### src/rtl/axi_trace_ctrl.sv
`default_nettype none
// ============================================================================
// Module   : axi_trace_ctrl
// Brief    : AXI address-trigger and capture-window controller that gates a
//            trace dumper and keeps saturating beat/error statistics.
// Revision : 1.0 - initial release
// ============================================================================

package axi_trace_pkg;
  typedef struct packed {
    logic [31:0] addr;
  } axi_ax_t;

  typedef struct packed {
    logic [31:0] data;
    logic [3:0]  strb;
    logic        last;
  } axi_w_t;

  typedef struct packed {
    logic [1:0] resp;
  } axi_b_t;

  typedef struct packed {
    logic [31:0] data;
    logic [1:0]  resp;
    logic        last;
  } axi_r_t;

  typedef struct packed {
    axi_ax_t aw;
    logic    aw_valid;
    axi_w_t  w;
    logic    w_valid;
    logic    b_ready;
    axi_ax_t ar;
    logic    ar_valid;
    logic    r_ready;
  } axi_req_t;

  typedef struct packed {
    logic    aw_ready;
    logic    ar_ready;
    logic    w_ready;
    axi_b_t  b;
    logic    b_valid;
    axi_r_t  r;
    logic    r_valid;
  } axi_resp_t;
endpackage

module axi_trace_ctrl #(
  parameter type         axi_req_t  = axi_trace_pkg::axi_req_t,
  parameter type         axi_resp_t = axi_trace_pkg::axi_resp_t,
  parameter int unsigned AddrWidth  = 32,
  parameter int unsigned CntWidth   = 16
) (
  input  logic                 clk_i,
  input  logic                 rst_ni,
  input  axi_req_t             axi_req_i,
  input  axi_resp_t            axi_resp_i,
  input  logic                 arm_i,
  input  logic                 disarm_i,
  input  logic [AddrWidth-1:0] trig_addr_i,
  input  logic [AddrWidth-1:0] trig_mask_i,
  input  logic                 trig_on_write_i,
  input  logic                 trig_on_read_i,
  input  logic [CntWidth-1:0]  window_len_i,
  output logic                 log_en_o,
  output logic [1:0]           state_o,
  output logic                 done_o,
  output logic [CntWidth-1:0]  aw_cnt_o,
  output logic [CntWidth-1:0]  ar_cnt_o,
  output logic [CntWidth-1:0]  w_cnt_o,
  output logic [CntWidth-1:0]  err_cnt_o
);

  typedef enum logic [1:0] {
    S_IDLE    = 2'd0,
    S_ARMED   = 2'd1,
    S_CAPTURE = 2'd2,
    S_DONE    = 2'd3
  } state_e;

  state_e              r_state, w_state_nxt;
  logic [CntWidth-1:0] r_remaining, w_remaining_nxt;
  logic                r_unlimited, w_unlimited_nxt;
  logic [CntWidth-1:0] r_aw_cnt, r_ar_cnt, r_w_cnt, r_err_cnt;
  logic                w_clr_cnt, w_log;

  logic w_aw_hs, w_ar_hs, w_w_hs, w_b_hs, w_r_hs;
  logic w_aw_match, w_ar_match, w_trig, w_err;
  logic [CntWidth-1:0] w_nhs;
  logic w_unused;

  assign w_aw_hs = axi_req_i.aw_valid & axi_resp_i.aw_ready;
  assign w_ar_hs = axi_req_i.ar_valid & axi_resp_i.ar_ready;
  assign w_w_hs  = axi_req_i.w_valid  & axi_resp_i.w_ready;
  assign w_b_hs  = axi_resp_i.b_valid & axi_req_i.b_ready;
  assign w_r_hs  = axi_resp_i.r_valid & axi_req_i.r_ready;

  assign w_aw_match = ((axi_req_i.aw.addr ^ trig_addr_i) & trig_mask_i) == '0;
  assign w_ar_match = ((axi_req_i.ar.addr ^ trig_addr_i) & trig_mask_i) == '0;
  assign w_trig = (trig_on_write_i & w_aw_hs & w_aw_match) |
                  (trig_on_read_i  & w_ar_hs & w_ar_match);

  // Only the final R beat carries the burst outcome worth counting.
  assign w_err = (w_b_hs & axi_resp_i.b.resp[1]) |
                 (w_r_hs & axi_resp_i.r.last & axi_resp_i.r.resp[1]);

  assign w_nhs    = CntWidth'(w_aw_hs) + CntWidth'(w_ar_hs);
  assign w_unused = ^{axi_req_i.w, axi_resp_i.r.data,
                      axi_resp_i.b.resp[0], axi_resp_i.r.resp[0]};

  always_comb begin
    w_state_nxt     = r_state;
    w_remaining_nxt = r_remaining;
    w_unlimited_nxt = r_unlimited;
    w_clr_cnt       = 1'b0;
    w_log           = 1'b0;
    case (r_state)
      S_IDLE: begin
        if (arm_i && !disarm_i) begin
          w_state_nxt = S_ARMED;
          w_clr_cnt   = 1'b1;
        end
      end
      S_ARMED: begin
        if (disarm_i) begin
          w_state_nxt = S_IDLE;
        end else if (w_trig) begin
          // The trigger cycle's own handshakes consume window budget.
          w_log           = 1'b1;
          w_unlimited_nxt = (window_len_i == '0);
          if ((window_len_i != '0) && (w_nhs >= window_len_i)) begin
            w_state_nxt     = S_DONE;
            w_remaining_nxt = '0;
          end else begin
            w_state_nxt     = S_CAPTURE;
            w_remaining_nxt = window_len_i - w_nhs;
          end
        end else if (arm_i) begin
          w_clr_cnt = 1'b1;
        end
      end
      S_CAPTURE: begin
        w_log = 1'b1;
        if (disarm_i) begin
          w_state_nxt = S_IDLE;
        end else begin
          w_remaining_nxt = (r_remaining > w_nhs) ? (r_remaining - w_nhs) : '0;
          if (!r_unlimited && (w_remaining_nxt == '0)) begin
            w_state_nxt = S_DONE;
          end
        end
      end
      S_DONE: begin
        if (disarm_i) begin
          w_state_nxt = S_IDLE;
        end else if (arm_i) begin
          w_state_nxt = S_ARMED;
          w_clr_cnt   = 1'b1;
        end
      end
      default: w_state_nxt = S_IDLE;
    endcase
  end

  function automatic logic [CntWidth-1:0] sat_inc(input logic [CntWidth-1:0] v,
                                                   input logic en);
    return (en && (v != '1)) ? (v + CntWidth'(1)) : v;
  endfunction

  always_ff @(posedge clk_i or negedge rst_ni) begin
    if (!rst_ni) begin
      r_state     <= S_IDLE;
      r_remaining <= '0;
      r_unlimited <= 1'b0;
      r_aw_cnt    <= '0;
      r_ar_cnt    <= '0;
      r_w_cnt     <= '0;
      r_err_cnt   <= '0;
    end else begin
      r_state     <= w_state_nxt;
      r_remaining <= w_remaining_nxt;
      r_unlimited <= w_unlimited_nxt;
      if (w_clr_cnt) begin
        r_aw_cnt  <= '0;
        r_ar_cnt  <= '0;
        r_w_cnt   <= '0;
        r_err_cnt <= '0;
      end else if (w_log) begin
        r_aw_cnt  <= sat_inc(r_aw_cnt, w_aw_hs);
        r_ar_cnt  <= sat_inc(r_ar_cnt, w_ar_hs);
        r_w_cnt   <= sat_inc(r_w_cnt, w_w_hs);
        r_err_cnt <= sat_inc(r_err_cnt, w_err);
      end
    end
  end

  assign log_en_o  = w_log;
  assign state_o   = r_state;
  assign done_o    = (r_state == S_DONE);
  assign aw_cnt_o  = r_aw_cnt;
  assign ar_cnt_o  = r_ar_cnt;
  assign w_cnt_o   = r_w_cnt;
  assign err_cnt_o = r_err_cnt;

endmodule
`default_nettype wire

### config.mk
export PLATFORM = sky130hd
export DESIGN_NAME = axi_trace_ctrl
export DESIGN_NICKNAME = d
export VERILOG_FILES = /design/src/rtl/axi_trace_ctrl.sv
export SDC_FILE = /design/constraint.sdc
export NUM_CORES = 1
export LEC_CHECK = 0
export ABC_AREA = 1
export CAP_MARGIN = 20
export CORE_UTILIZATION = 40
export DETAILED_ROUTE_END_ITERATION = 16
export DONT_BUFFER_PORTS = 1
export GPL_TIMING_DRIVEN = 0
export PLACE_DENSITY = 0.6
export SLEW_MARGIN = 20
export SYNTH_ARGS = -nofsm -noshare
export SYNTH_HDL_FRONTEND = slang
export SYNTH_SLANG_ARGS = --single-unit
### constraint.sdc
create_clock -name clk_i -period 3.2 [get_ports clk_i]
set_input_delay 0.48 -clock clk_i [delete_from_list [all_inputs] [get_ports clk_i]]
set_output_delay 0.48 -clock clk_i [all_outputs]
set_load 0.01 [all_outputs]
# Word level (Yosys, flattened, before mapping)
# Cells that the tools add are included.
# totals
register_bits	83
out_inout_bits	68
word_cells	113
# op_classes
n_reduce_logical	28
eq_ne	14
add_sub_neg	7
n_lt_le_gt_ge	2
n_bitwise	19
mux	36
# ops
op	n
$mux W16	17
$add A16 B1 Y16 const B	4
$and A32 B32 Y32	2
$logic_not A32 Y1	2
$ne A16 B16 Y1 const B	4
$xor A32 B32 Y32	2
$logic_not A16 Y1	2
$pmux W16 S2	1
$sub A16 B2 Y16	2
$ge A2 B16 Y1	1
$gt A16 B2 Y1	1
$reduce_bool A16 Y1	1
$mux W2	7
$and A1 B1 Y1	12
$reduce_bool A2 Y1	6
$ne A3 B3 Y1 const B	3
$mux W1	8
$ne A2 B2 Y1 const B	4
$pmux W2 S4	1
$reduce_and A2 Y1	4
$reduce_and A4 Y1	2
$logic_and A1 B1 Y1	7
$eq A2 B2 Y1 const B	2
$pmux W1 S3	1
other kinds (8)	10

# Depth between registers and ports, before layout
# Gate-level depths: netlist of run 1.
# logic_depth
word_depth	10
mapped_depth	20
ltp_nobuf	20

# Worst setup path before layout of run 1
# Ideal clock, no wire load.
# synth_timing
kind	input port to flip-flop
from	in axi_req_i[73] in the netlist's numbering
to	reg r_state[0], in the netlist state_o[0]
required_time_ps	3083
t_arrival_ps	2601
slack_ps	482
path_stages	20
setup_time_ps	117
cell_sequence	nand2_1 > xor2_1 > ha_1 > inv_1 > fa_1 > nor2_1 > nand2_1 > inv_1 > nand2_1 > nand2_1 > nand2_2 > buf_6 > nand3_1 > nand3_1 > nor2_1 > nand4_1 > nand2_1 > nand2_1 > nand2_1 > nand2_1
# synth_via
elab_chain_len	8
elab_cells_between_ends	19
cone_classes	add/sub: 2; order compare: 2; eq/ne: 2; mux: 5; bitwise: 4; reduce/logical: 4
# synth_rtl
item	line_no	text
start, declared	60	input axi_req_t axi_req_i,
$and A1 B1 Y1 *	96	assign w_aw_hs = axi_req_i.aw_valid & axi_resp_i.aw_ready;
$add A1 B1 Y2	111	assign w_nhs = CntWidth'(w_aw_hs) + CntWidth'(w_ar_hs);
$sub A16 B2 Y16, or another cell as far along	151	w_remaining_nxt = (r_remaining > w_nhs) ? (r_remaining - w_nhs) : '0;
$mux W16 / $logic_and A1 B1 Y1 (equally long branches)	151, 135	
$logic_not A16 Y1 / $mux W1 (equally long branches)	152, 135	
$logic_and A1 B1 Y1 / $mux W2 (equally long branches)	152, 131	
$ne A3 B3 Y1 (no line) / $mux W2 (equally long branches)	n/a	
$reduce_and A4 Y1 (no line) / $pmux W2 S4 (equally long branches)	n/a	
end signal, assigned	184	r_state <= w_state_nxt;
end, declared	85	state_e r_state, w_state_nxt;
# Every way passes the cells marked *; elsewhere a longest branch is shown, timed or not. The select of a mux whose other input is x is not followed.
# A chain may end at the register's enable or synchronous reset.

# Worst setup path after layout of run 1
# layout_timing
from	reg r_state[0], in the netlist state_o[0]
to	out log_en_o
# layout_via
elab_chain_len	2
elab_cells_between_ends	3
cone_classes	eq/ne: 2; mux: 1
# layout_rtl
item	line_no	text
$eq A2 B2 Y1 / $eq A2 B1 Y1 (equally long branches)	121	case (r_state)
$pmux W1 S2 *	121	
end, declared	69	output logic log_en_o,
# Every way passes the cells marked *; elsewhere a longest branch is shown, timed or not.

==> metrics.sh, run 1 <==
RUN_STATUS='completed'
TOP_USAGE_LAYER='met2'
CELL_COUNT_AFTER_SYNTHESIS=1230
PLACE_WORST_SETUP_SLACK_NS=-0.2049
UTILIZATION=0.4469
SYNTH.FF_LATCH_COUNT=83
CRIT-REG2REG-LAUNCH='state_o[0]'
GLOBALPLACE.CONGESTION=0.8989
SYNTH_AREA_LEADER_CELL='sky130_fd_sc_hd__dfrtp_1'
NUMBER_OF_ANTENNA_VIOLATIONS_AT_THE_FIRST_CHECK_IN_GLOBAL_ROUTING=0
TIMING.REG2REG.WORST_PATH_DEPTH=8
CRITPATHREQUIREDTIME_NS=2.72
WORST_CLOCK_SKEW_NS=0.009535
ROUTED_WIRELENGTH_MICRONS=23110
MAXSLEWVIOLCOUNT=0
COUNT_OF_STANDARD_CELL_ROWS=50
MAX-CLOCK-PATH-BUFFERS=2
MET1_GRT_UTIL=0.3126
DIE_H_MICRONS=140.9
CRITICAL_PATH_PEAK_FANOUT=10
GRT_MAX_DEGREE=84
FIN_WORST_HOLD_SLACK_NS=0.04636
START_KIND='flip-flop'
MAXCAPVIOLATIONS=0
CLKSINKCOUNT=83
SYN_AREA_PER_CELL_SQ_UM=6.276
DETAILED_PLACE.AREA_SQ_UM=8045
FP.DIEAREA_SQ_UM=19860
FINAL_LAYOUT_SIZE_SUFFIX_GT1_FRAC=0.06496
POSTLAYOUTSETUPSLACKWORST_NS=0.1923
MAPPEDNETLISTNETS=1479
WORST_SETUP_PATH_CLASS='reg2out'
SETUP-TNS-FINAL_NS=0
CTSHTREEMAXLEVEL=3
FINAL_CELL_MIX='sky130_fd_sc_hd__nand2_1 (385), sky130_fd_sc_hd__nand3_1 (181), sky130_fd_sc_hd__inv_1 (142)'
POWER.LEAKAGE_uW=0.004091
IO_BUFFER_COUNT=0
WORST_IR_DROP_VDD_mV=0.2907
SYNTH_TOP_AREA_FRAC=0.2690
CLOCK_INSERTION_DELAY_WORST_SKEW_NS=0.35
GLOBAL_ROUTE.OVERFLOW_TOTAL=0
FMAX_MHz=332.5
ROUTE.VIAS.TOTAL=7758
ROUTED_VIA_DENSITY=5.148
TRITONCTS='built'
IOS=302
WORST_R2R_ENDPOINT='r_remaining[8]'
YOSYSUNIQUECELLTYPES=40
FLOW.AREA_GROWTH_FROM_SYNTHESIS_PCT=9.011
SYNTH_SEQUENTIAL_AREA_RATIO=0.2690
SYNTHARSTFLOPSHARE=1.000
FINAL_DESIGN_AREA_NO_FILL_SQ_UM=8416
FINAL_HOLD_VIOL_COUNT=0
SETUP-VIOLATIONS-FINAL=0
CORE_FOOTPRINT_SQ_UM=18830
DP_WIRELENGTH_MICRONS=18080
DIE_W_MICRONS=140.9
INITIALDRTVIOLATIONCOUNT=541
COUNT_OF_FLIP_FLOPS_WITH_A_BUILT_IN_ENABLE_AFTER_SYNTHESIS=0
ROOT_BUFFER='sky130_fd_sc_hd__clkbuf_16'
NFILLCELLS=2030
GRT_UTIL_MET2=0.3634
GRT_UTIL_MET3=0.08322
TIMING.REG2REG.SETUP_SLACK_NS=0.37
GRT_PASS1_VIAS=7374
DRC_ERRORS=0
LAYOUT.CELLS.MOST_COMMON='sky130_fd_sc_hd__nand2_1'
FINAL_NETS=1491
CTS_MADE_BUFFERS=9
CLKTRANSATPATHREGS_NS=0.07
INITIAL_CORE_UTIL=0.4100
NETLIST_AREA_SQ_UM=7720
HOLD_CLASS='in2async'
MAXSLEWHEADROOM=0.6244
ANTENNADIODECOUNT=0
CRITPATHCAPTURETYPE='output pin'
YS.WARNINGS.COUNT=0
GRT_FIRST_PASS_WIRELENGTH_MICRONS=37400
DETAIL_ROUTE.FIRST_PASS.ITERATIONS=6
PERIOD_MINUS_SLACK_NS=3.008
TIGHTEST_SLEW_NS=0.5634
DETAIL-ROUTE-ANTENNA-NETS=0
ROUTED_WIRE_PER_STD_CELL_MICRONS=15.33
DOMINANTREGCELLSYNTH='sky130_fd_sc_hd__dfrtp_1'
GR-USAGE-ALL-LAYERS=0.2377
TOP_CELLS_BY_AREA_IN_THE_SYNTHESIZED_NETLIST='sky130_fd_sc_hd__dfrtp_1 (27%), sky130_fd_sc_hd__nand2_1 (19%), sky130_fd_sc_hd__nand3_1 (12%)'
POWER_DENSITY_nW_PER_UM2=703.3
FINAL.PERIOD_UTILIZATION=0.9399
CRITICAL_PATH_ARRIVAL_NS=2.53
Yosys cell counts (2+ instances only):
| master | instances |
|---|---|
| sky130_fd_sc_hd__nand2_1 | 388 |
| sky130_fd_sc_hd__nand3_1 | 181 |
| sky130_fd_sc_hd__inv_1 | 142 |
| sky130_fd_sc_hd__nor2_1 | 114 |
| sky130_fd_sc_hd__dfrtp_1 | 83 |
| sky130_fd_sc_hd__a21oi_1 | 66 |
| sky130_fd_sc_hd__xor2_1 | 54 |
| sky130_fd_sc_hd__o21ai_0 | 26 |
| sky130_fd_sc_hd__nand4_1 | 25 |
| sky130_fd_sc_hd__xnor2_1 | 14 |
| sky130_fd_sc_hd__ha_1 | 13 |
| sky130_fd_sc_hd__nand2_2 | 13 |
| sky130_fd_sc_hd__o22ai_1 | 13 |
| sky130_fd_sc_hd__buf_2 | 12 |
| sky130_fd_sc_hd__buf_6 | 11 |
| sky130_fd_sc_hd__clkbuf_1 | 10 |
| sky130_fd_sc_hd__or2_1 | 9 |
| sky130_fd_sc_hd__nor3_1 | 8 |
| sky130_fd_sc_hd__nand2_4 | 6 |
| sky130_fd_sc_hd__a21boi_0 | 5 |
| sky130_fd_sc_hd__o21ai_1 | 5 |
| sky130_fd_sc_hd__nand3_4 | 4 |
| sky130_fd_sc_hd__nor4_1 | 4 |
| sky130_fd_sc_hd__nand3_2 | 3 |
| sky130_fd_sc_hd__nor3_2 | 3 |
| sky130_fd_sc_hd__fa_1 | 2 |
| sky130_fd_sc_hd__nor2_2 | 2 |
| sky130_fd_sc_hd__or2_0 | 2 |
critical path, stage by stage, from the launching register on:
cell                       delay, ns
sky130_fd_sc_hd__dfrtp_1        0.48
sky130_fd_sc_hd__inv_1          0.15
sky130_fd_sc_hd__ha_1           0.34
sky130_fd_sc_hd__clkinv_1       0.40
sky130_fd_sc_hd__clkbuf_1       0.36
sky130_fd_sc_hd__a21boi_1       0.45
logic make-up (layout without fill, tap and decap cells):
| family | Yosys count | count (layout) | share of synthesized area |
|---|---|---|---|
| AO/OA/AOI/OAI | 119 | 119 | 0.08217 |
| XOR/XNOR | 68 | 68 | 0.07715 |
| adder cells (fa/ha/maj) | 15 | 15 | 0.02626 |
| buffers and inverters | 180 | 197 | 0.1042 |
| flip-flops | 83 | 83 | 0.2690 |
| AND/OR/NAND/NOR | 765 | 765 | 0.4412 |
state kept, by name, summed over array words and instances (netlist names):
register,count
ar_cnt_o,16
r_remaining,16
aw_cnt_o,16
w_cnt_o,16
r_unlimited,1
err_cnt_o,16
state_o,2
per-layer routing:
layer / up-vias / share of wire
met5: - / 0
met2: 261 / 0.43
li1: 3972 / -
met4: 0 / 0.020
met1: 3492 / 0.45
met3: 33 / 0.096
report_power, final:
| group | switching (uW) | internal (uW) |
|---|---|---|
| clock | 459 | 710 |
| sequential | 913 | 1480 |
| combinational | 1440 | 915 |
| total | 2810 | 3110 |
stage by stage:
stage	instances	total power, uW
3_5_place_dp	1490	4721
4_1_cts	1507	5943
2_1_floorplan	1230	4037
3_3_place_gp	1490	4676
5_1_grt	1507	6408
6_report	1507	5919
layout make-up:
type	count	area, sq um	share of cell area
Buffer	36	264.0	0.03137
Timing Repair Buffer	1	27.53	0.003271
Tap cell	260	325.3	0.03866
Inverter	144	540.5	0.06423
Clock inverter	5	85.08	0.01011
Sequential cell	83	2077	0.2468
Clock buffer	11	242.7	0.02884
Multi-Input combinational cell	967	4853	0.5767
worst max path at each step:
stage	from	slack, ns	cells after the start	end
6_report	state_o[0]	0.19	5	log_en_o
5_1_grt	axi_req_i[1]	-0.04	20	state_o[1]
4_1_cts	state_o[0]	0.06	5	log_en_o
3_5_place_dp	axi_req_i[1]	-0.20	20	state_o[1]
3_3_place_gp	axi_req_i[1]	-0.20	20	state_o[1]
2_1_floorplan	axi_req_i[73]	0.48	20	state_o[0]
timing repair:
action	CTS	global route
setup endpoints to repair	0	3
hold endpoints to repair	83	0
gates resized for setup	0	5
buffers inserted	0	0
hold buffers	1	0
(Power assumes the default switching activity.)
==> run 2: changes to the inputs <==
==> constraint.sdc (replaced) <==
create_clock -name clk_i -period 3.2 [get_ports clk_i]
set_input_delay 0.48 -clock clk_i [delete_from_list [all_inputs] [get_ports clk_i]]
set_output_delay 0.48 -clock clk_i [all_outputs]
set_load 0.005 [all_outputs]
==> run 2 against run 1 <==
- routed wire length shrank 0.26%
- sequential cell count stayed put
- setup slack lost 0.022 ns
- critical path type unchanged
- cell count is the same
- clock-buffer cell count did not move
- clock power about the same
- design area did not move
- die area is the same
==> metrics.sh, run 2 (same netlist as run 1, synthesis figures left out) <==
FINAL_DESIGN_AREA_NO_FILL_SQ_UM=8416
WORST_CLOCK_SKEW_NS=0.009361
FP.DIEAREA_SQ_UM=19860
DRC_ERRORS=0
COUNT_OF_STANDARD_CELL_ROWS=50
FINAL_NETS=1491
POWER.LEAKAGE_uW=0.004090
WIRELENGTH_MET1_MICRONS=10350
HOLD_CLASS='in2async'
PLACE_WORST_SETUP_SLACK_NS=-0.2032
SETUP-TNS-FINAL_NS=0
CRITICAL-PATH-TOP-DELAY-FAMILY='buffers and inverters'
MAX_STAGE_DELAY_NS=0.50
INITIALDRTVIOLATIONCOUNT=541
INITIAL_CORE_UTIL=0.4100
DETAIL-ROUTE-ANTENNA-NETS=0
TRITONCTS='built'
ANTENNADIODECOUNT=0
IO_BUFFER_COUNT=0
ROUTED-WL-MET3_MICRONS=2278
CRITPATHCAPTURETYPE='output pin'
ROOT_BUFFER='sky130_fd_sc_hd__clkbuf_16'
CTS_MADE_BUFFERS=9
FLOW.AREA_GROWTH_FROM_SYNTHESIS_PCT=9.011
DIE_W_MICRONS=140.9
GR-USAGE-ALL-LAYERS=0.2377
GRT_MAX_DEGREE=84
CLOCK_INSERTION_DELAY_WORST_SKEW_NS=0.35
GLOBAL_ROUTE.OVERFLOW_TOTAL=0
CRITICAL_PATH_PEAK_FANOUT=10
TOP_SIGNAL_LAYER_USED='met4'
WORST_IR_DROP_VDD_mV=0.2891
FINAL_LAYOUT_SIZE_SUFFIX_GT1_FRAC=0.06496
CRIT_CHAIN='inv_1 > ha_1 > clkinv_1 > clkbuf_1 > a21boi_0'
TIGHTEST_SLEW_NS=0.5621
GLOBALPLACE.CONGESTION=0.8989
CORE_FOOTPRINT_SQ_UM=18830
RUN_STATUS='completed'
START_KIND='flip-flop'
SETUP-VIOLATIONS-FINAL=0
CLKTRANSATPATHREGS_NS=0.06
FINAL_CELL_MIX='sky130_fd_sc_hd__nand2_1 (385), sky130_fd_sc_hd__nand3_1 (181), sky130_fd_sc_hd__inv_1 (142)'
DETAIL_ROUTE.FIRST_PASS.ITERATIONS=5
ROUTED_WIRELENGTH_MICRONS=23050
MAXSLEWHEADROOM=0.6253
FINAL_HOLD_VIOL_COUNT=0
GRT_PASS1_VIAS=7374
ROUTED_WIRE_PER_STD_CELL_MICRONS=15.29
CP.BUFFERS_INVERTERS=3
WORST_SETUP_PATH_CLASS='reg2out'
MAXCAPVIOLATIONS=0
CRITICAL_PATH_ARRIVAL_NS=2.55
WIRE_LENGTH_ON_MET2_MICRONS=9952
DP_WIRELENGTH_MICRONS=18080
ROUTED_VIA_DENSITY=5.143
MAX-CLOCK-PATH-BUFFERS=2
POWER_DENSITY_nW_PER_UM2=687.5
PERIOD_MINUS_SLACK_NS=3.030
DETAILED_PLACE.AREA_SQ_UM=8045
DIE_H_MICRONS=140.9
CTSHTREEMAXLEVEL=3
ROUTE.VIAS.TOTAL=7751
FMAX_MHz=330.0
IOS=302
CP_SLOWEST_CELL='sky130_fd_sc_hd__a21boi_0'
CRITPATHREQUIREDTIME_NS=2.72
FINAL.PERIOD_UTILIZATION=0.9468
POSTLAYOUTSETUPSLACKWORST_NS=0.1701
NUMBER_OF_ANTENNA_VIOLATIONS_AT_THE_FIRST_CHECK_IN_GLOBAL_ROUTING=0
MAXSLEWVIOLCOUNT=0
CLKSINKCOUNT=83
LAYOUT.CELLS.MOST_COMMON='sky130_fd_sc_hd__nand2_1'
GRT_FIRST_PASS_WIRELENGTH_MICRONS=37400
-- run 2: changes by cell type in the layout (fill, tap and decap cells not counted) --
cell                       before  now
sky130_fd_sc_hd__a21boi_0       4    5
sky130_fd_sc_hd__a21boi_1       1    0
-- run 2: routing by layer --
metal  up-vias  global-route usage
li1       3972                   -
met2       265              0.3634
met4         0             0.07551
met1      3476              0.3126
met5         -                   0
met3        38             0.08322
-- run 2: report_power, final --
group,switching (uW),internal [uW]
Clock,458,710
Combinational,1440,915
Sequential,782,1490
-- run 2: final timing paths --
check                            startpoint              to  slack, ns  cells past startpoint
worst max-delay path             state_o[0]        log_en_o       0.17                      5
worst min-delay path                 rst_ni      state_o[0]       0.05                      1
worst max register to register   state_o[0]  r_remaining[8]       0.39                      8
worst min register to register  r_unlimited     r_unlimited       0.51                      2
max in group asynchronous            rst_ni   err_cnt_o[10]       2.83                      1
min in group clk_i                 disarm_i      state_o[0]       0.44                      4
-- run 2: area by class of cell --
type                            count  area [sq um]
Fill cell                        2030         10420
Multi-Input combinational cell    967          4853
Sequential cell                    83          2077
Inverter                          144         540.5
Tap cell                          260         325.3
Buffer                             36         264.0
Clock buffer                       11         242.7
Clock inverter                      5         85.08
Timing Repair Buffer                1         27.53
-- run 2: repair_timing --
action                                 in CTS  in global routing
resized for setup                           0                  4
setup endpoints to repair                   0                  2
buffers inserted                            0                  0
hold buffers                                1                  0
endpoints found under the hold margin      83                  0
-- run 2: through the flow --
step	utilization	cells	hold slack [ns]	power (uW)
after floorplan	-	1230	0.1844	3909
after global placement	0.4272	1490	0.1871	4548
after detailed placement	0.4272	1490	0.1876	4594
after CTS	0.4461	1507	0.06114	5815
after global routing	0.4469	1507	0.06554	6280
final	0.4469	1507	0.04875	5786
